**config.mk**
```make
export PLATFORM = sky130hd
export DESIGN_NAME = csr_access_arbiter_flat
export DESIGN_NICKNAME = d
export VERILOG_FILES = /design/src/rtl/csr_pkg.sv /design/src/rtl/csr_access_arbiter_if.sv /design/src/rtl/csr_spi_decoder.sv /design/src/rtl/csr_access_arbiter.sv /design/src/flat_wrapper.sv
export SDC_FILE = /design/constraint.sdc
export NUM_CORES = 1
export LEC_CHECK = 0
export CORE_ASPECT_RATIO = 0.75
export CORE_MARGIN = 2
export CORE_UTILIZATION = 50
export DETAILED_ROUTE_END_ITERATION = 8
export PLACE_DENSITY = 0.85
export SLEW_MARGIN = 20
export SYNTH_ARGS = -nofsm -noshare
export SYNTH_HDL_FRONTEND = slang
export SYNTH_SLANG_ARGS = --single-unit
```
**constraint.sdc**
```tcl
create_clock -name clk -period 2.9 [get_ports clk]
set_input_delay 0.725 -clock clk [delete_from_list [all_inputs] [get_ports clk]]
set_output_delay 0.725 -clock clk [all_outputs]
set_load 0.01 [all_outputs]
```
**src/rtl/csr_pkg.sv**
```systemverilog
// Shared types and default widths for the CSR access arbiter slice.
package csr_pkg;

  localparam int unsigned CSR_ADDR_WIDTH = 6;
  localparam int unsigned CSR_DATA_WIDTH = 8;
  localparam int unsigned CSR_DEPTH      = 32;

  // Command byte is {op, addr}
  typedef enum logic [1:0] {
    OP_NOP = 2'b00,
    OP_RD  = 2'b01,
    OP_WR  = 2'b10,
    OP_ILL = 2'b11
  } csr_op_e;

  typedef enum logic [1:0] {
    FE_CMD,
    FE_DATA,
    FE_PEND
  } fe_state_e;

  typedef enum logic [1:0] {
    ARB_IDLE,
    ARB_ACC,
    ARB_RD
  } arb_state_e;

endpackage

```
**src/rtl/csr_access_arbiter_if.sv**
```systemverilog
// SPI byte stream, hardware requester and RAM port signals of the CSR access arbiter.
interface csr_access_arbiter_if
  import csr_pkg::*;
#(
  parameter int unsigned ADDR_WIDTH = CSR_ADDR_WIDTH,
  parameter int unsigned DATA_WIDTH = CSR_DATA_WIDTH
);

  logic                  spi_valid;
  logic [DATA_WIDTH-1:0] spi_data;
  logic                  spi_ready;
  logic [DATA_WIDTH-1:0] spi_rdata;
  logic                  spi_rvalid;

  logic                  hw_req;
  logic                  hw_we;
  logic [ADDR_WIDTH-1:0] hw_addr;
  logic [DATA_WIDTH-1:0] hw_wdata;
  logic                  hw_gnt;
  logic [DATA_WIDTH-1:0] hw_rdata;
  logic                  hw_rvalid;

  logic                  ram_en;
  logic                  ram_we;
  logic [ADDR_WIDTH-1:0] ram_addr;
  logic [DATA_WIDTH-1:0] ram_wdata;
  logic [DATA_WIDTH-1:0] ram_rdata;

  logic                  err;

  modport slave (
    input  spi_valid, spi_data, hw_req, hw_we, hw_addr, hw_wdata, ram_rdata,
    output spi_ready, spi_rdata, spi_rvalid, hw_gnt, hw_rdata, hw_rvalid,
           ram_en, ram_we, ram_addr, ram_wdata, err
  );

  modport master (
    output spi_valid, spi_data, hw_req, hw_we, hw_addr, hw_wdata, ram_rdata,
    input  spi_ready, spi_rdata, spi_rvalid, hw_gnt, hw_rdata, hw_rvalid,
           ram_en, ram_we, ram_addr, ram_wdata, err
  );

endinterface

```
**src/rtl/csr_spi_decoder.sv**
```systemverilog
// SPI command/data byte decoder: turns the byte stream into one pending CSR access.
module csr_spi_decoder
  import csr_pkg::*;
#(
  parameter int unsigned ADDR_WIDTH = CSR_ADDR_WIDTH,
  parameter int unsigned DATA_WIDTH = CSR_DATA_WIDTH
) (
  input  logic                  clk,
  input  logic                  rst,
  input  logic                  spi_valid_i,
  input  logic [DATA_WIDTH-1:0] spi_data_i,
  input  logic                  done_i,
  output logic                  spi_ready_c_o,
  output logic                  pend_o,
  output logic                  pend_we_o,
  output logic [ADDR_WIDTH-1:0] pend_addr_o,
  output logic [DATA_WIDTH-1:0] pend_wdata_o,
  output logic                  ill_op_c_o
);

  fe_state_e             fe_q;
  logic                  we_q;
  logic [ADDR_WIDTH-1:0] addr_q;
  logic [DATA_WIDTH-1:0] wdata_q;
  logic                  accept_c;
  csr_op_e               op_c;

  assign op_c          = csr_op_e'(spi_data_i[DATA_WIDTH-1 -: 2]);
  // Ready is forced low while reset is asserted so no byte is consumed then
  assign spi_ready_c_o = !rst && (fe_q != FE_PEND);
  assign accept_c      = spi_valid_i && spi_ready_c_o;
  assign ill_op_c_o    = accept_c && (fe_q == FE_CMD) && (op_c == OP_ILL);

  assign pend_o       = (fe_q == FE_PEND);
  assign pend_we_o    = we_q;
  assign pend_addr_o  = addr_q;
  assign pend_wdata_o = wdata_q;

  always_ff @(posedge clk) begin
    if (rst) begin
      fe_q    <= FE_CMD;
      we_q    <= 1'b0;
      addr_q  <= '0;
      wdata_q <= '0;
    end else begin
      case (fe_q)
        FE_CMD: begin
          if (accept_c && op_c == OP_RD) begin
            we_q   <= 1'b0;
            addr_q <= spi_data_i[ADDR_WIDTH-1:0];
            fe_q   <= FE_PEND;
          end else if (accept_c && op_c == OP_WR) begin
            we_q   <= 1'b1;
            addr_q <= spi_data_i[ADDR_WIDTH-1:0];
            fe_q   <= FE_DATA;
          end
        end
        FE_DATA: begin
          if (accept_c) begin
            wdata_q <= spi_data_i;
            fe_q    <= FE_PEND;
          end
        end
        FE_PEND: begin
          if (done_i) fe_q <= FE_CMD;
        end
        default: fe_q <= FE_CMD;
      endcase
    end
  end

endmodule

```
**src/rtl/csr_access_arbiter.sv**
```systemverilog
// Shares the single CSR RAM port between the SPI decoder and the hardware requester.
// CSR_ARB_ROUND_ROBIN_EN selects alternating priority; otherwise SPI wins ties.
module csr_access_arbiter
  import csr_pkg::*;
#(
  parameter int unsigned ADDR_WIDTH = CSR_ADDR_WIDTH,
  parameter int unsigned DATA_WIDTH = CSR_DATA_WIDTH,
  parameter int unsigned DEPTH      = CSR_DEPTH
) (
  input logic                  clk,
  input logic                  rst,
  csr_access_arbiter_if.slave  bus
);

  logic                  spi_pend, pend_we, ill_op_c, spi_ready_c, done_c;
  logic [ADDR_WIDTH-1:0] pend_addr;
  logic [DATA_WIDTH-1:0] pend_wdata;

  csr_spi_decoder #(
    .ADDR_WIDTH(ADDR_WIDTH),
    .DATA_WIDTH(DATA_WIDTH)
  ) u_spi_decoder (
    .clk          (clk),
    .rst          (rst),
    .spi_valid_i  (bus.spi_valid),
    .spi_data_i   (bus.spi_data),
    .done_i       (done_c),
    .spi_ready_c_o(spi_ready_c),
    .pend_o       (spi_pend),
    .pend_we_o    (pend_we),
    .pend_addr_o  (pend_addr),
    .pend_wdata_o (pend_wdata),
    .ill_op_c_o   (ill_op_c)
  );

  arb_state_e            arb_q;
  logic                  win_hw_q, acc_we_q, acc_bad_q;
  logic                  ram_en_q, ram_we_q, hw_gnt_q, err_q;
  logic                  spi_rvalid_q, hw_rvalid_q;
  logic [ADDR_WIDTH-1:0] ram_addr_q;
  logic [DATA_WIDTH-1:0] ram_wdata_q, spi_rdata_q, hw_rdata_q;
`ifdef CSR_ARB_ROUND_ROBIN_EN
  logic                  hw_prio_q;
`endif

  logic                  grant_any_c, grant_hw_c, sel_we_c, sel_bad_c;
  logic [ADDR_WIDTH-1:0] sel_addr_c;
  logic [DATA_WIDTH-1:0] sel_wdata_c, rd_data_c;

  // Winner selection and the access it would issue
  always_comb begin
    grant_any_c = spi_pend || bus.hw_req;
`ifdef CSR_ARB_ROUND_ROBIN_EN
    grant_hw_c  = bus.hw_req && (!spi_pend || hw_prio_q);
`else
    grant_hw_c  = bus.hw_req && !spi_pend;
`endif
    sel_we_c    = grant_hw_c ? bus.hw_we    : pend_we;
    sel_addr_c  = grant_hw_c ? bus.hw_addr  : pend_addr;
    sel_wdata_c = grant_hw_c ? bus.hw_wdata : pend_wdata;
    sel_bad_c   = 32'(sel_addr_c) >= 32'(DEPTH);
  end

  assign rd_data_c = acc_bad_q ? '0 : bus.ram_rdata;
  // SPI write completes in ACC, SPI read completes in RD
  assign done_c    = !win_hw_q && (((arb_q == ARB_ACC) && acc_we_q) || (arb_q == ARB_RD));

  always_ff @(posedge clk) begin
    if (rst) begin
      arb_q        <= ARB_IDLE;
      win_hw_q     <= 1'b0;
      acc_we_q     <= 1'b0;
      acc_bad_q    <= 1'b0;
      ram_en_q     <= 1'b0;
      ram_we_q     <= 1'b0;
      ram_addr_q   <= '0;
      ram_wdata_q  <= '0;
      hw_gnt_q     <= 1'b0;
      err_q        <= 1'b0;
      spi_rvalid_q <= 1'b0;
      hw_rvalid_q  <= 1'b0;
      spi_rdata_q  <= '0;
      hw_rdata_q   <= '0;
`ifdef CSR_ARB_ROUND_ROBIN_EN
      hw_prio_q    <= 1'b0;
`endif
    end else begin
      ram_en_q     <= 1'b0;
      ram_we_q     <= 1'b0;
      hw_gnt_q     <= 1'b0;
      spi_rvalid_q <= 1'b0;
      hw_rvalid_q  <= 1'b0;
      err_q        <= ill_op_c;
      case (arb_q)
        ARB_IDLE: begin
          if (grant_any_c) begin
            arb_q       <= ARB_ACC;
            win_hw_q    <= grant_hw_c;
            acc_we_q    <= sel_we_c;
            acc_bad_q   <= sel_bad_c;
            ram_en_q    <= !sel_bad_c;
            ram_we_q    <= sel_we_c && !sel_bad_c;
            ram_addr_q  <= sel_addr_c;
            ram_wdata_q <= sel_wdata_c;
            hw_gnt_q    <= grant_hw_c;
            if (sel_bad_c) err_q <= 1'b1;
`ifdef CSR_ARB_ROUND_ROBIN_EN
            hw_prio_q   <= !grant_hw_c;
`endif
          end
        end
        ARB_ACC: arb_q <= acc_we_q ? ARB_IDLE : ARB_RD;
        ARB_RD: begin
          arb_q <= ARB_IDLE;
          if (win_hw_q) begin
            hw_rdata_q  <= rd_data_c;
            hw_rvalid_q <= 1'b1;
          end else begin
            spi_rdata_q  <= rd_data_c;
            spi_rvalid_q <= 1'b1;
          end
        end
        default: arb_q <= ARB_IDLE;
      endcase
    end
  end

  assign bus.spi_ready  = spi_ready_c;
  assign bus.spi_rdata  = spi_rdata_q;
  assign bus.spi_rvalid = spi_rvalid_q;
  assign bus.hw_gnt     = hw_gnt_q;
  assign bus.hw_rdata   = hw_rdata_q;
  assign bus.hw_rvalid  = hw_rvalid_q;
  assign bus.ram_en     = ram_en_q;
  assign bus.ram_we     = ram_we_q;
  assign bus.ram_addr   = ram_addr_q;
  assign bus.ram_wdata  = ram_wdata_q;
  assign bus.err        = err_q;

endmodule

```
**src/flat_wrapper.sv**
```systemverilog
// flat-port wrapper written by rule: the top's interface ports become plain ports
module csr_access_arbiter_flat import csr_pkg::*;
#(
  parameter int unsigned ADDR_WIDTH = CSR_ADDR_WIDTH,
  parameter int unsigned DATA_WIDTH = CSR_DATA_WIDTH,
  parameter int unsigned DEPTH      = CSR_DEPTH
)
  (clk, rst, bus_spi_valid, bus_spi_data, bus_hw_req, bus_hw_we, bus_hw_addr, bus_hw_wdata, bus_ram_rdata, bus_spi_ready, bus_spi_rdata, bus_spi_rvalid, bus_hw_gnt, bus_hw_rdata, bus_hw_rvalid, bus_ram_en, bus_ram_we, bus_ram_addr, bus_ram_wdata, bus_err);
  csr_access_arbiter_if #(.ADDR_WIDTH(ADDR_WIDTH), .DATA_WIDTH(DATA_WIDTH)) bus_i ();
  input logic clk;
  input logic rst;
  input wire logic [$bits(bus_i.spi_valid)-1:0] bus_spi_valid;
  input wire logic [$bits(bus_i.spi_data)-1:0] bus_spi_data;
  input wire logic [$bits(bus_i.hw_req)-1:0] bus_hw_req;
  input wire logic [$bits(bus_i.hw_we)-1:0] bus_hw_we;
  input wire logic [$bits(bus_i.hw_addr)-1:0] bus_hw_addr;
  input wire logic [$bits(bus_i.hw_wdata)-1:0] bus_hw_wdata;
  input wire logic [$bits(bus_i.ram_rdata)-1:0] bus_ram_rdata;
  output wire logic [$bits(bus_i.spi_ready)-1:0] bus_spi_ready;
  output wire logic [$bits(bus_i.spi_rdata)-1:0] bus_spi_rdata;
  output wire logic [$bits(bus_i.spi_rvalid)-1:0] bus_spi_rvalid;
  output wire logic [$bits(bus_i.hw_gnt)-1:0] bus_hw_gnt;
  output wire logic [$bits(bus_i.hw_rdata)-1:0] bus_hw_rdata;
  output wire logic [$bits(bus_i.hw_rvalid)-1:0] bus_hw_rvalid;
  output wire logic [$bits(bus_i.ram_en)-1:0] bus_ram_en;
  output wire logic [$bits(bus_i.ram_we)-1:0] bus_ram_we;
  output wire logic [$bits(bus_i.ram_addr)-1:0] bus_ram_addr;
  output wire logic [$bits(bus_i.ram_wdata)-1:0] bus_ram_wdata;
  output wire logic [$bits(bus_i.err)-1:0] bus_err;
  assign bus_i.spi_valid = bus_spi_valid;
  assign bus_i.spi_data = bus_spi_data;
  assign bus_i.hw_req = bus_hw_req;
  assign bus_i.hw_we = bus_hw_we;
  assign bus_i.hw_addr = bus_hw_addr;
  assign bus_i.hw_wdata = bus_hw_wdata;
  assign bus_i.ram_rdata = bus_ram_rdata;
  assign bus_spi_ready = bus_i.spi_ready;
  assign bus_spi_rdata = bus_i.spi_rdata;
  assign bus_spi_rvalid = bus_i.spi_rvalid;
  assign bus_hw_gnt = bus_i.hw_gnt;
  assign bus_hw_rdata = bus_i.hw_rdata;
  assign bus_hw_rvalid = bus_i.hw_rvalid;
  assign bus_ram_en = bus_i.ram_en;
  assign bus_ram_we = bus_i.ram_we;
  assign bus_ram_addr = bus_i.ram_addr;
  assign bus_ram_wdata = bus_i.ram_wdata;
  assign bus_err = bus_i.err;
  csr_access_arbiter #(.ADDR_WIDTH(ADDR_WIDTH), .DATA_WIDTH(DATA_WIDTH), .DEPTH(DEPTH)) u_core (.clk(clk), .rst(rst), .bus(bus_i));
endmodule
```
==> results.txt, run 1 <==
status = completed
final worst slack = 0.3851 ns
Synth cell types = 37
RSZ-0062 raised after global routing = no
layout cells sized above 1 = 7.918%
Worst Path Buf+Inv = 2
adder-cell share of the synthesized area = 0%
min cycle time layout = 2.515 ns
clock sinks = 57
Synth Area in Compound Gates = 17.40%
Synth Area in Simple Gates = 21.61%
Top Layer Used = met4
DR vias = 2111
Critical Path AT = 1.79 ns
area occupied by registers = 0.001141 mm^2
Syn-to-layout area delta = 38.90%
data required time at the worst endpoint = 2.17 ns
r2r worst-path depth = 4
crit-path cells = clkdlybuf4s50_1, nor2_1, clkdlybuf4s50_1
syn_area_per_cell = 8.749 um^2
Final Util = 72.49%
Slew Viols, Final = 0
total track usage = 23.58%
share of the synthesized area in the top cell type = 48.67%
Post-Syn Instances = 268
largest area contributor in the netlist = dfxtp_1
Finished Layout Cells = 398
met1 WL = 2.694 mm
Setup CP Type = in -> out
multiplexer area fraction after synthesis = 7.257%
Final Power = 1.882 mW
Die X = 83.08 um
maximum vdd drop = 491.3 uV
Area contributors post-synth = dfxtp_1, a21oi_1, mux2i_1, nand2_1, nor2_1
Worst Hold Slack = 0.4537 ns
initial antenna violation count = 0
Final period util = 86.72%
antenna viol nets, final = 0
Worst setup EP type = output port
CTS-repair resized insts = 0
flops & latches, synth = 57
register area share after synthesis = 48.67%
initial core utilization = 52.19%
Critical-path top delay cell = clkdlybuf4s50_1
Max clock buf depth = 2
startpoint class of the critical path = input pin
wire length on met3 = 436 um
H-tree levels = 3
I/O pin count = 72
reg-to-reg startpoint = u_core.u_spi_decoder.fe_q[0]
worst-path maximum fanout = 2
Post-synth ARST share = 0%
worst slack, placed = 0.3845 ns
Core ar. = 0.004493 mm^2
Tightest Pin Transition = 0.8977 ns
R2R Setup Slk = 1.00 ns
synthesized area = 0.002345 mm^2
hold path cells = 2
Post-synth EDFFs = 0
Fill cells = 342
drt drc = 0
first-pass GRT wire length = 9.777 mm
Setup TNS = 0 ns
dpl cells = 383
Std-Cell Rows = 21
Max stage delay on crit path = 0.53 ns
Synth Area in XOR/XNOR = 0.3735%
Detailed Place HPWL = 3.925 mm
critical hold path startpoint = u_core.bus.spi_rdata[7]
Die Ht = 63.31 um
Top FF cell, synth = dfxtp_1
Placer Congestion = 0.8385
nets = 372
1st-iter DRT viols = 122
cell area power density = 578.0 mW/mm^2
cts hold-fix bufs = 0
Post-Route WL = 5.802 mm
CTS tree = yes
Worst Hold End = u_core.bus.spi_rdata[7]
CP top delay family = buffers and inverters
cell mode on critical path = clkdlybuf4s50_1
cts bufs inserted = 9
final hold violations = 0
largest net degree at the start of global routing = 43
design area = 0.003257 mm^2
Avg Vias per Cell = 5.304
Cell Area, Placed = 0.003062 mm^2
vias in the first global route = 1941
ant diodes = 0
syn nets = 303
Yosys Warn Count = 0
worst hold path type = reg -> reg
DR pass1 iterations = 4
Routed WL per cell = 14.58 um
Worst-Skew Late Latency = 0.34 ns
largest family of logic cells by synthesized area = simple AND/OR/NAND/NOR gates
die area = 0.005259 mm^2
# setup viols final = 0
Max transition margin = 40.15%
Layout Skew = 0.007425 ns
P_leak = 1.230 nW
PortBufs = 71
setup repair bufs after CTS = 0
Clock transition at path regs = 0.06 ns
reg2reg end = u_core.bus.err
# Max-Cap Violations = 0
WL met2 = 2.605 mm
Remaining Overflow, GRT = 0
Achievable Freq = 0.3976 GHz
CTS Root Buffer Type = clkbuf_8
multi-input logic area = 0.001094 mm^2
[worst min-delay path, stage by stage, from the launching register on]
cell	delay, ns
dfxtp_1	0.31
nand2_1	0.05
a21oi_1	0.05
[report_power, final]
part	switching (mW)	internal [mW]	total [mW]
Sequential	0.0257	0.825	0.850
Combinational	0.147	0.151	0.298
Clock	0.298	0.436	0.734
[per-layer routing]
layer / GRT usage [%] / vias up
li1: - / 1055
met1: 32.70 / 969
met5: 0 / -
met3: 8.257 / 7
met2: 34.17 / 80
met4: 7.992 / 0
[Yosys cell counts, types with 3 or more instances]
cell type  number
nand2_1        36
buf_4           4
nor2_1         22
nor2b_1        12
o21ai_0        14
a21oi_1        45
o21ai_1         4
mux2i_1        17
dfxtp_1        57
clkbuf_1        8
buf_2           4
nand3_1        14
nand2b_1        3
[layout make-up]
cell class	instances	area share, %
Sequential cell	57	35.04
Multi-Input combinational cell	191	33.58
Timing Repair Buffer	76	22.97
Clock buffer	12	4.764
Tap cell	57	2.190
Clock inverter	3	1.229
Inverter	2	0.2305
[how the worst max path moves through the flow]
stage | to | cells after the start | slack [ns] | startpoint
6_report | bus_spi_ready | 3 | 0.39 | rst
5_1_grt | bus_spi_ready | 3 | 0.31 | rst
4_1_cts | bus_spi_ready | 3 | 0.38 | rst
3_5_place_dp | bus_spi_ready | 3 | 0.38 | rst
3_3_place_gp | bus_spi_ready | 3 | 0.40 | rst
2_1_floorplan | bus_spi_ready | 4 | 0.67 | rst
[placed cells by master (no fill, tap or decap), types with 2 or more instances in the layout]
master and n:
nand3_1 14, clkbuf_8 11, dfxtp_1 57, inv_1 2
a21oi_1 45, nand3b_1 2, nand2b_1 3, clkinv_2 2
o21ai_0 14, mux2i_1 17, buf_4 5, nor2_1 22
o21ai_1 4, clkdlybuf4s50_1 71, nor2b_1 12, and2_1 2
nand2_1 36
[kinds of logic after synthesis]
family	count (synthesis)
simple gates	101
compound gates	72
flops	57
buf+inv	20
mux	17
xor+xnor	1
[state kept, by name, indices dropped and copies added (netlist names)]
| signal | cells |
|---|---|
| u_core.bus.hw_rdata | 8 |
| u_core.bus.ram_wdata | 8 |
| u_core.bus.spi_rdata | 8 |
| u_core.u_spi_decoder.pend_wdata_o | 8 |
| u_core.u_spi_decoder.pend_addr_o | 6 |
| u_core.bus.ram_addr | 5 |
| u_core.arb_q | 2 |
| u_core.u_spi_decoder.fe_q | 2 |
| u_core.acc_bad_q | 1 |
| u_core.acc_we_q | 1 |
| u_core.bus.err | 1 |
| u_core.bus.hw_gnt | 1 |
| u_core.bus.hw_rvalid | 1 |
| u_core.bus.ram_en | 1 |
| u_core.bus.ram_we | 1 |
| u_core.bus.spi_rvalid | 1 |
| u_core.u_spi_decoder.pend_we_o | 1 |
| u_core.win_hw_q | 1 |
Power figures use the tool's default switching activity.
==> run 2, diff against run 1 <==
--- a/config.mk
+++ b/config.mk
@@ -10,7 +10,8 @@
 export CORE_UTILIZATION = 50
 export DETAILED_ROUTE_END_ITERATION = 8
-export PLACE_DENSITY = 0.85
+export PLACE_DENSITY = 0.84
 export SLEW_MARGIN = 20
 export SYNTH_ARGS = -nofsm -noshare
 export SYNTH_HDL_FRONTEND = slang
+export SYNTH_HIERARCHICAL = 1
 export SYNTH_SLANG_ARGS = --single-unit
==> constraint.sdc (replaced) <==
create_clock -name clk -period 3 [get_ports clk]
set_input_delay 0.75 -clock clk [delete_from_list [all_inputs] [get_ports clk]]
set_output_delay 0.75 -clock clk [all_outputs]
set_load 0.02 [all_outputs]
==> results.txt, run 2 <==
CTS Root Buffer Type = clkbuf_8
setup repair bufs after CTS = 0
most frequent cells in the layout = clkdlybuf4s50_1, dfxtp_1, a21oi_1
die area = 0.005455 mm^2
Achievable Freq = 0.3932 GHz
most common cell after layout, fill and taps aside = clkdlybuf4s50_1
first-pass GRT wire length = 10.10 mm
final hold violations = 0
nets = 359
Seq pwr share = 46.4%
Remaining Overflow, GRT = 0
Post-Syn Instances = 258
Setup CP Type = reg -> out
Final Power = 1.779 mW
Die Ht = 64.47 um
cts bufs inserted = 9
initial core utilization = 53.31%
Area contributors post-synth = dfxtp_1, mux2i_1, a21oi_1, a211oi_2, nand2_1
Avg Vias per Cell = 5.609
Synth cell types = 38
Worst-Skew Late Latency = 0.33 ns
design area = 0.003296 mm^2
Detailed Place HPWL = 4.395 mm
worst hold path type = reg -> reg
register area share after synthesis = 46.82%
Post-synth ARST share = 0%
synthesized area = 0.002437 mm^2
Post-synth EDFFs = 0
largest net degree at the start of global routing = 54
# setup viols final = 0
Psw = 0.4881 mW
cell area power density = 539.7 mW/mm^2
Yosys Warn Count = 6
flops & latches, synth = 57
worst-path maximum fanout = 7
vias in the first global route = 2086
Post-Route WL = 6.380 mm
H-tree levels = 3
Tightest Pin Transition = 0.6834 ns
Placer Congestion = 0.7879
DR pass1 iterations = 4
Combinational Power Share = 18.1%
# Max-Cap Violations = 0
drt drc = 0
Syn-to-layout area delta = 35.22%
startpoint class of the critical path = flop
Final Util = 72.09%
PortBufs = 71
most frequent cell after synthesis = dfxtp_1
CTS tree = yes
Routed WL per cell = 16.53 um
P_leak = 1.182 nW
antenna viol nets, final = 0
Fill cells = 348
I/O pin count = 72
largest area contributor in the netlist = dfxtp_1
Top FF cell, synth = dfxtp_1
DR vias = 2165
1st-iter DRT viols = 156
Layout Skew = 0.005085 ns
Synth top cells by count = dfxtp_1, a21oi_1, nand2_1, mux2i_1, nor2_1
status = completed
cts hold-fix bufs = 0
Die X = 84.62 um
share of the synthesized area in the top cell type = 46.82%
Critical Path AT = 1.79 ns
Worst setup EP type = output port
dpl cells = 370
internal power = 1.291 mW
Clock transition at path regs = 0.06 ns
RSZ-0062 raised after global routing = no
Slew Viols, Final = 0
total track usage = 23.90%
Core ar. = 0.004572 mm^2
initial antenna violation count = 0
syn_area_per_cell = 9.447 um^2
ant diodes = 0
layout cells sized above 1 = 11.25%
Max transition margin = 54.39%
Final period util = 84.78%
clock sinks = 57
clock share of power = 35.5%
data required time at the worst endpoint = 2.25 ns
min cycle time layout = 2.543 ns
Max clock buf depth = 2
Std-Cell Rows = 21
Setup TNS = 0 ns
Sw Share = 27.44%
Finished Layout Cells = 386
Cell Area, Placed = 0.003122 mm^2
maximum vdd drop = 424.8 uV
CTS-repair resized insts = 0
syn nets = 293
-- run 2: changes by cell type in the layout (fill, tap and decap cells not counted), moves of 6 or more --
cell and delta:
a211oi_2 +10, nor2_1 -10, o21ai_0 -8, nand3_1 -7
mux2i_1 +6
-- run 2: worst paths after layout --
kind | from | end | slack (ns) | cells past startpoint
max | u_core/u_spi_decoder/fe_q[0] | bus_spi_ready | 0.46 | 3
min | u_core/bus.spi_rdata[7] | u_core/bus.spi_rdata[7] | 0.45 | 2
max reg2reg | u_core/u_spi_decoder/fe_q[1] | u_core/bus.ram_addr[4] | 1.20 | 5
min reg2reg | u_core/bus.spi_rdata[7] | u_core/bus.spi_rdata[7] | 0.45 | 2
-- run 2: power groups by stage --
stage	clock, mW	combinational (mW)	sequential, mW
after floorplan	0	0.164	0.867
after detailed placement	0	0.318	0.841
after CTS	0.638	0.321	0.825
after global placement	0	0.311	0.839
after global routing	0.687	0.342	0.830
final	0.631	0.322	0.825
-- run 2: cell families (layout without fill, tap and decap cells) --
family	count (synthesis)	in the layout	share of synthesized area (%)
AO/OA/AOI/OAI	68	68	18.22
buffers and inverters	23	94	5.338
flip-flops	57	57	46.82
multiplexers	23	23	9.446
XOR/XNOR	2	2	0.7188
AND/OR/NAND/NOR	85	85	19.46
-- run 2: area by class of cell --
type / instances / area, um^2 / area share (%)
inverters: 4 / 15.01 / 0.4556
multi-input cells: 178 / 1166 / 35.38
clock inverters: 3 / 15.01 / 0.4556
clock buffers: 13 / 158.9 / 4.822
well taps: 57 / 71.32 / 2.164
flip-flops and latches: 57 / 1141 / 34.62
repair buffers: 74 / 728.2 / 22.10
-- run 2: through the flow --
stage | hold WS, ns | setup WS [ns]
6_report | 0.4526 | 0.4567
5_1_grt | 0.4740 | 0.3852
4_1_cts | 0.4548 | 0.4424
3_5_place_dp | 0.4465 | 0.6050
3_3_place_gp | 0.4422 | 0.6084
2_1_floorplan | 0.4235 | 0.8802
-- run 2: routing by layer --
layer	up-vias	track usage [%]	wire length, um
li1	1034	-	-
met1	1036	30.73	2938
met2	83	38.39	2949
met3	12	8.535	406
met4	0	6.349	86
met5	-	0	0
-- run 2: critical path: stages (launching register included) --
cell and delay [ns]:
dfxtp_1 0.43, and2b_2 0.31, nor2_1 0.10, clkdlybuf4s50_1 0.61
